`src/rtl/intra_sad_mode_sel_if.sv`:
```
// Handshake bundle for intra_sad_mode_sel: candidate residual beats in, selected mode's residual beats out.
// The master modport drives the input beats and out_ready; the slave modport is the decider.
interface intra_sad_mode_sel_if #(
  parameter int NMODES = 4,
  parameter int BLK    = 64,
  parameter int LANES  = 8,
  parameter int DW     = 8
);
  localparam int SW = DW + $clog2(BLK);
  localparam int MW = $clog2(NMODES);

  logic [NMODES-1:0]                   mode_en;
  logic                                in_valid;
  logic                                in_ready;
  logic [NMODES-1:0][LANES-1:0][DW-1:0] in_res;
  logic                                out_valid;
  logic                                out_ready;
  logic [LANES-1:0][DW-1:0]            out_res;
  logic                                out_last;
  logic [MW-1:0]                       mode;
  logic [SW-1:0]                       best_sad;

  modport master (
    output mode_en, in_valid, in_res, out_ready,
    input  in_ready, out_valid, out_res, out_last, mode, best_sad
  );

  modport slave (
    input  mode_en, in_valid, in_res, out_ready,
    output in_ready, out_valid, out_res, out_last, mode, best_sad
  );
endinterface

```
`src/rtl/intra_sad_mode_sel.sv`:
```
// Streaming SAD mode decider: accumulate per-mode SAD, pick cheapest, replay its block (out_valid 2 edges after last beat).
// Input is held off (in_ready=0) while deciding and draining; `define INTRA_SAD_MODE_MASK_EN to honour mode_en.
module intra_sad_mode_sel #(
  parameter int NMODES = 4,
  parameter int BLK    = 64,
  parameter int LANES  = 8,
  parameter int DW     = 8
) (
  input logic             clk_i,
  input logic             reset_ni,
  intra_sad_mode_sel_if.slave bus
);
  localparam int BEATS = BLK / LANES;
  localparam int SW    = DW + $clog2(BLK);
  localparam int MW    = $clog2(NMODES);
  localparam int BCW   = (BEATS > 1) ? $clog2(BEATS) : 1;

  typedef enum logic [1:0] {ACCUM, DECIDE, DRAIN} state_t;

  state_t                              state_q;
  logic [BCW-1:0]                      beat_cnt_q;
  logic [BCW-1:0]                      rd_cnt_q;
  logic [SW-1:0]                       sad_q [NMODES];
  logic [MW-1:0]                       mode_q;
  logic [SW-1:0]                       best_sad_q;
  logic [LANES-1:0][DW-1:0]            out_res_q;
  logic                                out_valid_q;
  logic                                out_last_q;
  logic [NMODES-1:0][LANES-1:0][DW-1:0] buf_q [BEATS];

  logic [SW-1:0]     beat_sum [NMODES];
  logic [NMODES-1:0] en_eff;
  logic [MW-1:0]     mode_d;
  logic [SW-1:0]     best_sad_d;
  logic              sel_found;
  logic              accept;
  logic              first_beat;
  logic              last_beat;

`ifdef INTRA_SAD_MODE_MASK_EN
  logic [NMODES-1:0] mask_q;
  assign en_eff = mask_q;
`else
  logic unused_mode_en;
  assign en_eff         = '1;
  assign unused_mode_en = ^bus.mode_en;
`endif

  // Magnitude kept unsigned at DW bits so the most negative value maps to 2^(DW-1).
  function automatic logic [DW-1:0] abs_dw(input logic [DW-1:0] x);
    return x[DW-1] ? (~x + DW'(1)) : x;
  endfunction

  assign bus.in_ready = reset_ni && (state_q == ACCUM);
  assign accept       = bus.in_valid && bus.in_ready;
  assign first_beat   = (beat_cnt_q == '0);
  assign last_beat    = (beat_cnt_q == BCW'(BEATS - 1));

  always_comb begin
    for (int m = 0; m < NMODES; m++) begin
      beat_sum[m] = '0;
      for (int l = 0; l < LANES; l++) begin
        beat_sum[m] = beat_sum[m] + SW'(abs_dw(bus.in_res[m][l]));
      end
    end
  end

  // Strict '<' scan: lowest index wins ties; an empty mask falls back to mode 0.
  always_comb begin
    sel_found  = 1'b0;
    mode_d     = '0;
    best_sad_d = sad_q[0];
    for (int m = 0; m < NMODES; m++) begin
      if (en_eff[m] && (!sel_found || (sad_q[m] < best_sad_d))) begin
        sel_found  = 1'b1;
        mode_d     = MW'(m);
        best_sad_d = sad_q[m];
      end
    end
  end

  always_ff @(posedge clk_i) begin
    if (accept) begin
      buf_q[beat_cnt_q] <= bus.in_res;
    end
  end

  always_ff @(posedge clk_i) begin
    if (!reset_ni) begin
      state_q     <= ACCUM;
      beat_cnt_q  <= '0;
      rd_cnt_q    <= '0;
      mode_q      <= '0;
      best_sad_q  <= '0;
      out_res_q   <= '0;
      out_valid_q <= 1'b0;
      out_last_q  <= 1'b0;
      for (int m = 0; m < NMODES; m++) sad_q[m] <= '0;
`ifdef INTRA_SAD_MODE_MASK_EN
      mask_q      <= '0;
`endif
    end else begin
      case (state_q)
        ACCUM: begin
          if (accept) begin
            for (int m = 0; m < NMODES; m++) begin
              sad_q[m] <= first_beat ? beat_sum[m] : (sad_q[m] + beat_sum[m]);
            end
`ifdef INTRA_SAD_MODE_MASK_EN
            if (first_beat) mask_q <= bus.mode_en;
`endif
            if (last_beat) begin
              beat_cnt_q <= '0;
              state_q    <= DECIDE;
            end else begin
              beat_cnt_q <= beat_cnt_q + BCW'(1);
            end
          end
        end
        DECIDE: begin
          mode_q      <= mode_d;
          best_sad_q  <= best_sad_d;
          out_res_q   <= buf_q[BCW'(0)][mode_d];
          out_valid_q <= 1'b1;
          out_last_q  <= (BEATS == 1);
          rd_cnt_q    <= '0;
          state_q     <= DRAIN;
        end
        DRAIN: begin
          if (bus.out_ready) begin
            if (rd_cnt_q == BCW'(BEATS - 1)) begin
              out_valid_q <= 1'b0;
              out_last_q  <= 1'b0;
              rd_cnt_q    <= '0;
              state_q     <= ACCUM;
            end else begin
              rd_cnt_q   <= rd_cnt_q + BCW'(1);
              out_res_q  <= buf_q[rd_cnt_q + BCW'(1)][mode_q];
              out_last_q <= ((rd_cnt_q + BCW'(1)) == BCW'(BEATS - 1));
            end
          end
        end
        default: state_q <= ACCUM;
      endcase
    end
  end

  assign bus.out_valid = out_valid_q;
  assign bus.out_res   = out_res_q;
  assign bus.out_last  = out_last_q;
  assign bus.mode      = mode_q;
  assign bus.best_sad  = best_sad_q;
endmodule

```
`src/flat_wrapper.sv`:
```
// flat-port wrapper written by rule: the top's interface ports become plain ports
module intra_sad_mode_sel_flat 
#(
  parameter int NMODES = 4,
  parameter int BLK    = 64,
  parameter int LANES  = 8,
  parameter int DW     = 8
)
  (clk_i, reset_ni, bus_mode_en, bus_in_valid, bus_in_res, bus_out_ready, bus_in_ready, bus_out_valid, bus_out_res, bus_out_last, bus_mode, bus_best_sad);
  intra_sad_mode_sel_if #(.NMODES(NMODES), .BLK(BLK), .LANES(LANES), .DW(DW)) bus_i ();
  input logic clk_i;
  input logic reset_ni;
  input wire logic [$bits(bus_i.mode_en)-1:0] bus_mode_en;
  input wire logic [$bits(bus_i.in_valid)-1:0] bus_in_valid;
  input wire logic [$bits(bus_i.in_res)-1:0] bus_in_res;
  input wire logic [$bits(bus_i.out_ready)-1:0] bus_out_ready;
  output wire logic [$bits(bus_i.in_ready)-1:0] bus_in_ready;
  output wire logic [$bits(bus_i.out_valid)-1:0] bus_out_valid;
  output wire logic [$bits(bus_i.out_res)-1:0] bus_out_res;
  output wire logic [$bits(bus_i.out_last)-1:0] bus_out_last;
  output wire logic [$bits(bus_i.mode)-1:0] bus_mode;
  output wire logic [$bits(bus_i.best_sad)-1:0] bus_best_sad;
  assign bus_i.mode_en = bus_mode_en;
  assign bus_i.in_valid = bus_in_valid;
  assign bus_i.in_res = bus_in_res;
  assign bus_i.out_ready = bus_out_ready;
  assign bus_in_ready = bus_i.in_ready;
  assign bus_out_valid = bus_i.out_valid;
  assign bus_out_res = bus_i.out_res;
  assign bus_out_last = bus_i.out_last;
  assign bus_mode = bus_i.mode;
  assign bus_best_sad = bus_i.best_sad;
  intra_sad_mode_sel #(.NMODES(NMODES), .BLK(BLK), .LANES(LANES), .DW(DW)) u_core (.clk_i(clk_i), .reset_ni(reset_ni), .bus(bus_i));
endmodule
```
`config.mk`:
```
export PLATFORM = sky130hd
export DESIGN_NAME = intra_sad_mode_sel_flat
export DESIGN_NICKNAME = d
export VERILOG_FILES = /design/src/rtl/intra_sad_mode_sel_if.sv /design/src/rtl/intra_sad_mode_sel.sv /design/src/flat_wrapper.sv
export SDC_FILE = /design/constraint.sdc
export NUM_CORES = 2
export LEC_CHECK = 0
export ABC_AREA = 1
export CAP_MARGIN = 10
export CORE_AREA = 3 3 452 454
export DETAILED_ROUTE_END_ITERATION = 10
export DIE_AREA = 0 0 455 457
export PLACE_DENSITY_LB_ADDON = 0.08
export REMOVE_ABC_BUFFERS = 1
export SLEW_MARGIN = 30
export SYNTH_ARGS = -nofsm -noshare
export SYNTH_HDL_FRONTEND = slang
export SYNTH_SLANG_ARGS = --single-unit
```
`constraint.sdc`:
```
create_clock -name clk_i -period 86.1 [get_ports clk_i]
set_input_delay 25.83 -clock clk_i [delete_from_list [all_inputs] [get_ports clk_i]]
set_output_delay 25.83 -clock clk_i [all_outputs]
set_load 0.05 [all_outputs]
```
==> summary.txt <==
Critical path
  – Crit Path Class: in -> out
  – CP max FO: 23
  – Crit-path slowest cell: clkdlybuf4s50_1
  – Crit path arrival time: 27520 ps
  – Crit-path cells: buf_4 -> inv_1 -> buf_4 -> nor3_1 -> clkdlybuf4s50_1
  – Worst path bufs/invs: 4
  – Family with the most delay on the worst path: buffers and inverters
  – Crit-path max cell delay: 850 ps
  – Worst path most repeated cell: buf_4
  – Worst setup SP type: input port
  – Crit path capture type: output pin
  – Worst Path Required: 60270 ps

Placement
  – PortBufs: 342
  – Post-DP HPWL: 197000 um
  – Gpl congestion: 0.907

Yosys
  – Area leader, netlist: edfxtp_1
  – Synth top area share: 61.9%
  – Cell with the most instances after synthesis: edfxtp_1
  – Commonest cells in the netlist: 2104 x edfxtp_1, 1696 x nor2_1, 1469 x o21ai_0, 683 x inv_1, 650 x nand2_1
  – Main synth FF type: edfxtp_1
  – Number of synthesized flops with an enable pin: 2104
  – Seq/Total Area, Yosys: 63.7%
  – Synth Warn #: 0
  – Async SR Flop Fraction: 0%
  – Area contributors post-synth: edfxtp_1 62%, o21ai_0 7.2%, nor2_1 6.2%
  – Number of synthesized register bits: 2194
  – Mapped Area: 102000 sq um
  – Yosys cell types: 47
  – Mapped Cells: 9208
  – Mapped Avg Cell Area: 11.1 sq um

CTS
  – Root buffer cell: clkbuf_16
  – CTS tree: yes
  – Clk slew on worst S/H paths: 60 ps
  – Worst skew pair latency: 880 ps
  – PostCTS Resize Cnt: 0
  – Num Clock Sinks: 2194
  – Hold-fix buffers, CTS: 0
  – # H-tree levels: 4
  – Clock Tree Buf Depth: 3
  – Setup bufs post-CTS: 0
  – Number of CTS-inserted buffers: 225

STA
  – Period utilization: 62.0%
  – F_max: 18.7 MHz
  – Clock Skews: 47.3 ps
  – Max Slew Vio Count: 0
  – Tightest Pin Transition: 1130 ps
  – Final TNS setup: 0 ps
  – Final min period: 53350 ps
  – Hold Fails Final Rpt: 0
  – RSZ-0062 raised after global routing: false
  – Setup Viol. Count Final: 0
  – Slew HR: 24.9%

Global routing
  – Total track usage: 31.3%
  – GR Overflow Total: 0
  – First-pass GRT wire length: 479000 um
  – Vias in the first global route: 70.6k
  – Largest net degree at the start of global routing: 191
  – Initial antenna violation count: 50

Detailed routing
  – Remaining DRCs: 0
  – 1st-iter DRT viols: 9055
  – WL/cell: 27.0 um
  – Routed WL: 331000 um
  – DR vias/cell: 6.06
  – DR vias: 74.2k
  – Drt pass-1 iters: 6
  – Antenna Nets Post-Route: 0

Die
  – Num ports: 347
  – Core area: 200000 sq um
  – Initial core utilization: 51.0%
  – Die Y: 457 um
  – Die W: 455 um
  – Rows: 164
  – Die area: 208000 sq um

Finish
  – Fill cell total of the finished layout: 16.6k
  – Nets@finish: 10.0k
  – Layout area overhead: 13.3%
  – Share of cells above drive strength 1: 5.39%
  – Utilization after layout: 57.8%

Power and ir drop
  – Leak pwr: 41.5 nW
  – VDD IR-drop max: 0.0532 mV
  – PD cells: 31.5 nW/um^2

Flow run
  – Maxcap violations: 0

Run status
  – Status: finished clean

Worst hold path
  – HP Class: reg -> reg
==> state kept, by name, summed over array words and instances, names as in the netlist <==
name,flops
u_core.buf_q,2048
u_core.bus.out_res,64
u_core.sad_q,56
u_core.bus.best_sad,14
u_core.beat_cnt_q,3
u_core.rd_cnt_q,3
u_core.bus.mode,2
u_core.state_q,2
u_core.bus.out_last,1
u_core.bus.out_valid,1
==> metal layers <==
layer	global-route usage (%)	wire, um	share of wire (%)	up-vias
li1	-	-	-	33100
met1	45.0	137000	41	37000
met2	47.8	151000	46	3547
met3	5.79	31600	9.5	572
met4	11.4	11400	3.4	14
met5	0	84	0.025	-
==> report_power, final <==
group          internal (W)  switching (W)  leakage [nW]
Sequential          0.00120      0.0000127          19.8
Clock              0.000571       0.000418          3.63
Combinational      0.000496       0.000946          18.1
Total               0.00227        0.00138          41.5
==> cell usage in the layout, fill, tap and decap left out, types with 6 or more instances in the layout <==
cell             netlist  layout
edfxtp_1            2104    2104
nor2_1              1696    1689
o21ai_0             1469    1469
inv_1                683     679
nand2_1              650     644
o22ai_1              525     525
clkdlybuf4s50_1        0     341
a21oi_1              281     280
clkbuf_16              0     227
ha_1                 221     219
nand3_1              161     161
fa_1                 160     160
buf_4                  1     123
xor2_1               110     110
xnor2_1               91      91
o221ai_1              87      87
dfxtp_1               90      87
nand3b_1              64      64
a31oi_1               57      57
clkbuf_1             509      55
nor3_1                47      45
clkinv_1               2      37
clkinv_2               0      34
diode_2                0      32
clkbuf_8               0      31
o31ai_1               23      23
o32ai_1               21      21
bufinv_16              0      20
nor4_1                16      16
a22o_1                13      13
clkinvlp_4             0      13
nand4_1               12      12
o211ai_1              12      12
o21bai_1              11      11
buf_12                 0      11
inv_6                  0       7
or4_1                  6       6
a22oi_1                6       6
nand2_4                1       6
nor2_4                 0       6
==> final cells by class <==
class	count	area (sq um)	share of cell area, %
Sequential cell	2194	65000	56.2
Timing Repair Buffer	478	4620	4.00
Inverter	688	2620	2.26
Multi-Input combinational cell	5768	32500	28.1
Tap cell	2656	3320	2.87
Clock inverter	115	1170	1.01
Antenna cell	32	80.1	0.0693
Clock buffer	313	6310	5.46
==> logic make-up after synthesis <==
family,synth area share (%)
AND/OR/NAND/NOR,10.4
XOR/XNOR,1.72
buffers and inverters,4.64
adder cells (fa/ha/maj),5.85
flip-flops,63.7
AO/OA/AOI/OAI,13.7
==> tightest hold or removal path: cells and delay by family (launching register included) <==
kind	cells	cell delay, ps
flip-flops	1	310
AO/OA/AOI/OAI	1	50
AND/OR/NAND/NOR	1	60
==> path summary, 6_finish.rpt <==
kind                                                       endpoint  slack [ps]  depth (start not counted)                         startpoint
worst min-delay path               u_core.bus.out_last$_SDFFE_PN0P_         470                          2   u_core.bus.out_last$_SDFFE_PN0P_
worst max-delay path                                   bus_in_ready       32750                          5                           reset_ni
worst max register to register  u_core.bus.out_res[28]$_SDFFE_PN0P_       76990                         29  u_core.sad_q[0][12]$_SDFFCE_PN0P_
worst min register to register     u_core.bus.out_last$_SDFFE_PN0P_         470                          2   u_core.bus.out_last$_SDFFE_PN0P_
==> metrics by stage <==
| step | worst slack, ps | instances | instance area, sq um | power, W | hold WS, ps |
|---|---|---|---|---|---|
| 2_1_floorplan | 23840 | 8650 | 99900 | 0.00222 | 444 |
| 3_3_place_gp | 32730 | 11800 | 108000 | 0.00260 | 459 |
| 3_5_place_dp | 32750 | 11800 | 108000 | 0.00264 | 456 |
| 4_1_cts | 32730 | 12200 | 115000 | 0.00363 | 472 |
| 5_1_grt | 32630 | 12200 | 116000 | 0.00388 | 491 |
| 6_report | 32750 | 12200 | 116000 | 0.00364 | 467 |
Note: power is estimated with default switching activity, not from simulation.
